**src/rtl/riscv_pipeline_pkg.sv**
```systemverilog
// Shared types for the pipeline hazard controller.
//   hazard_state_t : RUN (normal issue) / MD_WAIT (EX frozen on a MUL/DIV)
//   REG_X0         : architectural zero register, never a hazard source
package riscv_pipeline_pkg;

  typedef enum logic {
    RUN     = 1'b0,
    MD_WAIT = 1'b1
  } hazard_state_t;

  localparam logic [4:0] REG_X0 = 5'd0;

endpackage

```
**src/rtl/hazard_reg_match.sv**
```systemverilog
// Register dependency comparator.
// Flags when a producer destination (rd) feeds a source that the consumer
// actually reads. x0 never matches.
//   rd         : producer destination
//   rs1/rs2    : consumer sources
//   use1/use2  : consumer reads rs1 / rs2
//   hit        : dependency present
module hazard_reg_match
  import riscv_pipeline_pkg::*;
(
  input  logic [4:0] rd,
  input  logic [4:0] rs1,
  input  logic [4:0] rs2,
  input  logic       use1,
  input  logic       use2,
  output logic       hit
);

  assign hit = (rd != REG_X0) &&
               ((use1 && (rd == rs1)) || (use2 && (rd == rs2)));

endmodule

```
**src/rtl/pipeline_hazard_controller.sv**
```systemverilog
// Stall/flush sequencer for the 5-stage pipeline.
// Covers hazards that forwarding cannot: load-use, branch operands still in
// flight (EX result or MEM load), and multi-cycle MUL/DIV occupying EX.
//   in : ID sources/usage/type, branch_taken, EX/MEM producer info,
//        EX_md_start, md_done
//   out: PC_stall, IF_ID_stall, ID_EX_bubble, EX_stall, EX_MEM_bubble,
//        IF_ID_flush (all combinational), stall_cycles (saturating perf
//        counter), md_timeout (sticky watchdog flag)
module pipeline_hazard_controller
  import riscv_pipeline_pkg::*;
#(
  parameter int CNT_W         = 16,
  parameter int MD_MAX_CYCLES = 64
) (
  input  logic             clk,
  input  logic             rst_n,
  input  logic [4:0]       ID_Rs1,
  input  logic [4:0]       ID_Rs2,
  input  logic             ID_uses_rs1,
  input  logic             ID_uses_rs2,
  input  logic             ID_is_store,
  input  logic             ID_is_branch,
  input  logic             branch_taken,
  input  logic             EX_MemRead,
  input  logic             EX_RegWrite,
  input  logic [4:0]       EX_Rd,
  input  logic             MEM_MemRead,
  input  logic [4:0]       MEM_Rd,
  input  logic             EX_md_start,
  input  logic             md_done,
  output logic             PC_stall,
  output logic             IF_ID_stall,
  output logic             ID_EX_bubble,
  output logic             EX_stall,
  output logic             EX_MEM_bubble,
  output logic             IF_ID_flush,
  output logic [CNT_W-1:0] stall_cycles,
  output logic             md_timeout
);

  localparam int MDC_W = $clog2(MD_MAX_CYCLES + 1);
  localparam logic [MDC_W-1:0] MD_MAX = MDC_W'(MD_MAX_CYCLES);

  hazard_state_t    state;
  logic [MDC_W-1:0] md_cnt;
  logic             lu_hit, exb_hit, memb_hit;
  logic             load_use, br_hazard, md_stall, id_stall;

  // Store data (Rs2) of a store is forwarded from MEM, so it does not
  // count as a load-use consumer.
  hazard_reg_match u_load_use (
    .rd(EX_Rd), .rs1(ID_Rs1), .rs2(ID_Rs2),
    .use1(ID_uses_rs1), .use2(ID_uses_rs2 & ~ID_is_store), .hit(lu_hit)
  );

  // Branches resolve in ID and need both operands there, store or not.
  hazard_reg_match u_ex_branch (
    .rd(EX_Rd), .rs1(ID_Rs1), .rs2(ID_Rs2),
    .use1(ID_uses_rs1), .use2(ID_uses_rs2), .hit(exb_hit)
  );

  hazard_reg_match u_mem_branch (
    .rd(MEM_Rd), .rs1(ID_Rs1), .rs2(ID_Rs2),
    .use1(ID_uses_rs1), .use2(ID_uses_rs2), .hit(memb_hit)
  );

  assign load_use  = EX_MemRead & lu_hit;
  assign br_hazard = ID_is_branch &
                     ((EX_RegWrite & exb_hit) | (MEM_MemRead & memb_hit));

  // A start with a same-cycle done is a single-cycle op: no freeze.
  assign md_stall = ~md_done &
                    (((state == RUN) & EX_md_start) | (state == MD_WAIT));
  assign id_stall = ~md_stall & (load_use | br_hazard);

  assign PC_stall      = md_stall | id_stall;
  assign IF_ID_stall   = md_stall | id_stall;
  assign ID_EX_bubble  = id_stall;
  assign EX_stall      = md_stall;
  assign EX_MEM_bubble = md_stall;
  // A stalled branch has not resolved yet, so it must not squash.
  assign IF_ID_flush   = branch_taken & ~PC_stall;

  always_ff @(posedge clk or negedge rst_n) begin
    if (!rst_n) begin
      state        <= RUN;
      md_cnt       <= '0;
      md_timeout   <= 1'b0;
      stall_cycles <= '0;
    end else begin
      if (PC_stall && (stall_cycles != '1))
        stall_cycles <= stall_cycles + 1'b1;
      case (state)
        RUN: begin
          md_cnt <= '0;
          if (EX_md_start && !md_done) state <= MD_WAIT;
        end
        MD_WAIT: begin
          if (md_done) begin
            state  <= RUN;
            md_cnt <= '0;
          end else begin
            if (md_cnt != MD_MAX) md_cnt <= md_cnt + 1'b1;
            // Flag raised on the edge where the wait count reaches the limit.
            if (md_cnt >= MD_MAX - 1'b1) md_timeout <= 1'b1;
          end
        end
        default: state <= RUN;
      endcase
    end
  end

endmodule

```
**config.mk**
```make
export PLATFORM = sky130hd
export DESIGN_NAME = pipeline_hazard_controller
export DESIGN_NICKNAME = d
export VERILOG_FILES = /design/src/rtl/riscv_pipeline_pkg.sv /design/src/rtl/hazard_reg_match.sv /design/src/rtl/pipeline_hazard_controller.sv
export SDC_FILE = /design/constraint.sdc
export NUM_CORES = 1
export LEC_CHECK = 0
export CORE_UTILIZATION = 48
export CTS_CLUSTER_SIZE = 8
export DETAILED_ROUTE_END_ITERATION = 8
export GPL_TIMING_DRIVEN = 0
export PLACE_DENSITY = 0.87
export SYNTH_ARGS = -nofsm -noshare
export SYNTH_HDL_FRONTEND = slang
export SYNTH_SLANG_ARGS = --single-unit
```
**constraint.sdc**
```tcl
create_clock -name clk -period 5.05 [get_ports clk]
set_input_delay 1.515 -clock clk [delete_from_list [all_inputs] [get_ports clk]]
set_output_delay 1.515 -clock clk [all_outputs]
set_load 0.005 [all_outputs]
```
==> impl_summary.txt <==
----------------------------------------------------
[Run status]
  Outcome ... complete, no violations

[Timing]
  Actual slew at the worst max-slew pin ... between 1000 and 1500 ps
  Clock period minus final worst setup slack ... just over 5000 ps
  Clock tree skew after final layout ... 5.82 ps
  Worst slew slack as a fraction of its limit ... 27.0%
  Fin crit share ... between 90 and 100%
  Pins Over Slew Limit ... 0
  Maximum frequency from static timing analysis ... 0.199 GHz
  Count of final setup violators ... 0
  Final hold violations ... 0
  Setup TNS ... 0 ps

[Synthesis]
  Syn nets ... 195
  Leading cell types by total area after synthesis ... dfrtp_1, xor2_1, xnor2_1
  Post-synth cell types ... 34
  Async set-reset flop share out of synthesis ... 100%
  Portion of synthesized cell area occupied by the leading cell type ... between 40% and 50%
  Cell with the most instances after synthesis ... dfrtp_1
  Area leader, netlist ... dfrtp_1
  Top cells by count, synth ... dfrtp_1, xor2_1, nor2_1, xnor2_1, nand3_1
  Syn Area/Cell ... 9.73 sq um
  Count of flip-flops with a built-in enable after synthesis ... 0
  Ys Warns ... 0
  Proportion of synthesized chip area in sequential cells ... ~40%
  Gate count after technology mapping ... 160
  Most common flop cell mapped by yosys ... dfrtp_1
  Post-synth design cell area ... 1560 sq um
  Flop and latch count out of synthesis ... 25

[Power]
  Clock power frac ... 16.6%
  Reported leakage power ... roughly 1.1 nW
  Pwr per Cell Area ... 224 nW/um^2
  Worst voltage drop across the vdd grid ... 0.113 mV
  Combinational share of power ... a little over a third
  Register share of total power ... about 48%
  Switching power of the nets ... 0.160 mW
  Internal Dissipation ... 0.375 mW
  Total power consumption of the routed design ... approximately 0.54 mW
  Sw Share ... 30.0%

[Cells and area]
  Synthesis-to-layout area growth ... 53.5%
  Filler Cell Count ... 216
  Fin util ... 78.2%
  Fraction of final layout cells sized beyond drive strength 1 ... between 20% and 30%
  Count of inserted antenna diode cells ... 0
  Final-stage net count ... about 280

[CTS]
  Clock tree root driver cell ... clkbuf_4
  Number of buffers inserted by hold repair at cts ... 0
  CTS Buf Count ... 3
  Worst-Skew Late Latency ... between 300 and 400 ps
  CTS tree ... built
  Num Clock Sinks ... 25
  Clock Pin Slew Worst Setup and Hold Paths ... 130 ps
  Max clock buf depth ... 2
  Max H-tree Level ... 1

[Worst hold path]
  Hold crit path type ... flip-flop to flip-flop

[Global routing]
  Initial antenna violation count ... 0
  Maximum number of pins on one net before global-route repair ... 26
  Remaining global-route overflow ... 0
  Via count of the first global-routing pass ... 1550
  Global-route wire length before repair ... 6790 um
  Overall Global Routing Usage ... about a quarter

[Placed design]
  DP HPWL ... 3020 um
  Input/output buffers ... 54
  Routability congestion estimate ... 0.852

[Detailed routing]
  Total via count in the routed design ... between 1500 and 2000
  DR WL/cell ... 15.5 um
  WL final ... 4440 um
  DRT antenna net count ... 0
  First drt pass iteration count ... 4
  Number of DRC violations after detailed-routing iteration 0 ... 70
  Post-DR vias/cell ... between 5 and 6
  Final routed DRC violation total ... 0

[Floorplanning]
  I/O pin cnt ... between 50 and 60
  Standard-cell row count ... 20
  Die height ... 58.9 um
  Initial Util ... 51.0%
  DIE AREA ... around 3500 sq um
  Width of the die ... 58.9 um
  Core region area ... between 3000 and 4000 sq um

[Worst setup path]
  Required @ worst endpoint ... 3540 ps
  Crit path capture type ... primary output
  CP peak stage delay ... 540 ps
  Worst setup path class ... input port to primary output
  Critical path startpoint category ... input port
  Buffers and inverters on the worst path ... 4
  Critical-path top delay cell ... or4_1
  Cell family contributing the most delay on the critical path ... simple AND/OR/NAND/NOR gates
  Worst Path Arrival ... ~3500 ps
  Cell-by-cell listing of the critical path ... dlygate4sd2_1 > or4_1 > o2111ai_2 > o31ai_4 > or2_4 > buf_4 > buf_4 > dlygate4sd2_1
  Maximum fanout count along the critical path ... 4

[Run]
  Maximum capacitance violations ... 0

----------------------------------------------------
==> kinds of logic after synthesis <==
group / share of synthesized area [%]
flip-flops: 40.2
AND/OR/NAND/NOR: 23.2
adder cells (fa/ha/maj): 2.41
buffers and inverters: 3.62
multiplexers: 2.17
AO/OA/AOI/OAI: 7.07
XOR/XNOR: 21.4
==> per-stage QoR <==
| stage | setup WS [ps] | area [sq um] | cells | hold slack [ps] |
|---|---|---|---|---|
| 2_1_floorplan | 591 | 1560 | 160 | 468 |
| 3_3_place_gp | -451 | 2150 | 258 | 467 |
| 3_5_place_dp | -487 | 2150 | 258 | 475 |
| 4_1_cts | -28.0 | 2310 | 280 | 508 |
| 5_1_grt | -24.9 | 2390 | 287 | 530 |
| 6_report | 20.8 | 2390 | 287 | 503 |
==> path summary, 6_finish.rpt <==
path / end / start / depth (start not counted) / slack [ps]
min: md_timeout / md_timeout / 1 / 500
max: PC_stall / MEM_Rd[0] / 8 / 20
max in group asynchronous: stall_cycles[3] / rst_n / 1 / 2620
max reg2reg: stall_cycles[1] / state / 21 / 1590
min in group asynchronous: md_cnt[4] / rst_n / 1 / 1780
min reg2reg: md_timeout / md_timeout / 1 / 500
==> metal layers <==
metal / share of wire, % / vias to the layer above / global-route usage (%) / wire (um)
li1: - / 708 / - / -
met1: 36 / 730 / 27.1 / 1600
met2: 55 / 70 / 49.5 / 2420
met3: 5.8 / 16 / 4.62 / 256
met4: 3.6 / 0 / 11.9 / 161
met5: 0 / - / 0 / 0
==> cell type report <==
type | instances | area (sq um) | share of cell area (%)
Multi-Input combinational cell | 124 | 925 | 38.7
Timing Repair Buffer | 79 | 701 | 29.3
Sequential cell | 25 | 626 | 26.2
Tap cell | 44 | 55.1 | 2.30
Inverter | 8 | 30.0 | 1.26
Clock buffer | 4 | 26.3 | 1.10
Buffer | 3 | 26.3 | 1.10
==> worst reg2reg max path: stages (launching register included) <==
cell and delay, ps:
dfrtp_1 420, nor2_1 210, o21ai_2 110, buf_4 140, buf_4 120, buf_4 120, buf_4 120, buf_4 130
buf_4 120, buf_4 120, buf_4 120, buf_4 120, buf_4 130, buf_4 120, buf_4 120, buf_4 120
buf_4 120, buf_4 120, buf_4 130, o32ai_4 180, buf_6 180, mux2_4 290
==> power groups by stage <==
stage	Sequential (mW)	Combinational [mW]	Clock, mW
2_1_floorplan	0.255	0.0647	0
6_report	0.254	0.192	0.0887
5_1_grt	0.259	0.210	0.0929
3_3_place_gp	0.255	0.158	0
4_1_cts	0.254	0.181	0.0881
3_5_place_dp	0.258	0.165	0
==> cell usage in the layout (no fill, tap or decap), drive strengths merged, types with 2 or more instances in the layout <==
cell and count:
dlymetal6s2s 4, xor2 21, mux2 3, nor3 6
inv 8, nor2b 2, nand3 14, or2 2
clkdlybuf4s50 30, dlygate4sd2 14, nand4 5, buf 28
and3 4, clkdlybuf4s15 2, o21ai 4, or4 2
nand2 9, nor4 5, xnor2 17, dfrtp 25
clkbuf 8, nor2 18, ha 3
==> timing repair <==
item / in CTS / in global routing
gates resized for setup: 27 / 20
setup endpoints to repair: 4 / 17
setup buffers: 18 / 6
pin swaps: 8 / 9
cloned: 0 / 1
==> sequential cells by signal (all words and copies together), names as in the netlist <==
register / count
stall_cycles: 16
md_timeout: 1
state: 1
md_cnt: 7
No activity file was read; power rests on OpenSTA's default activity.
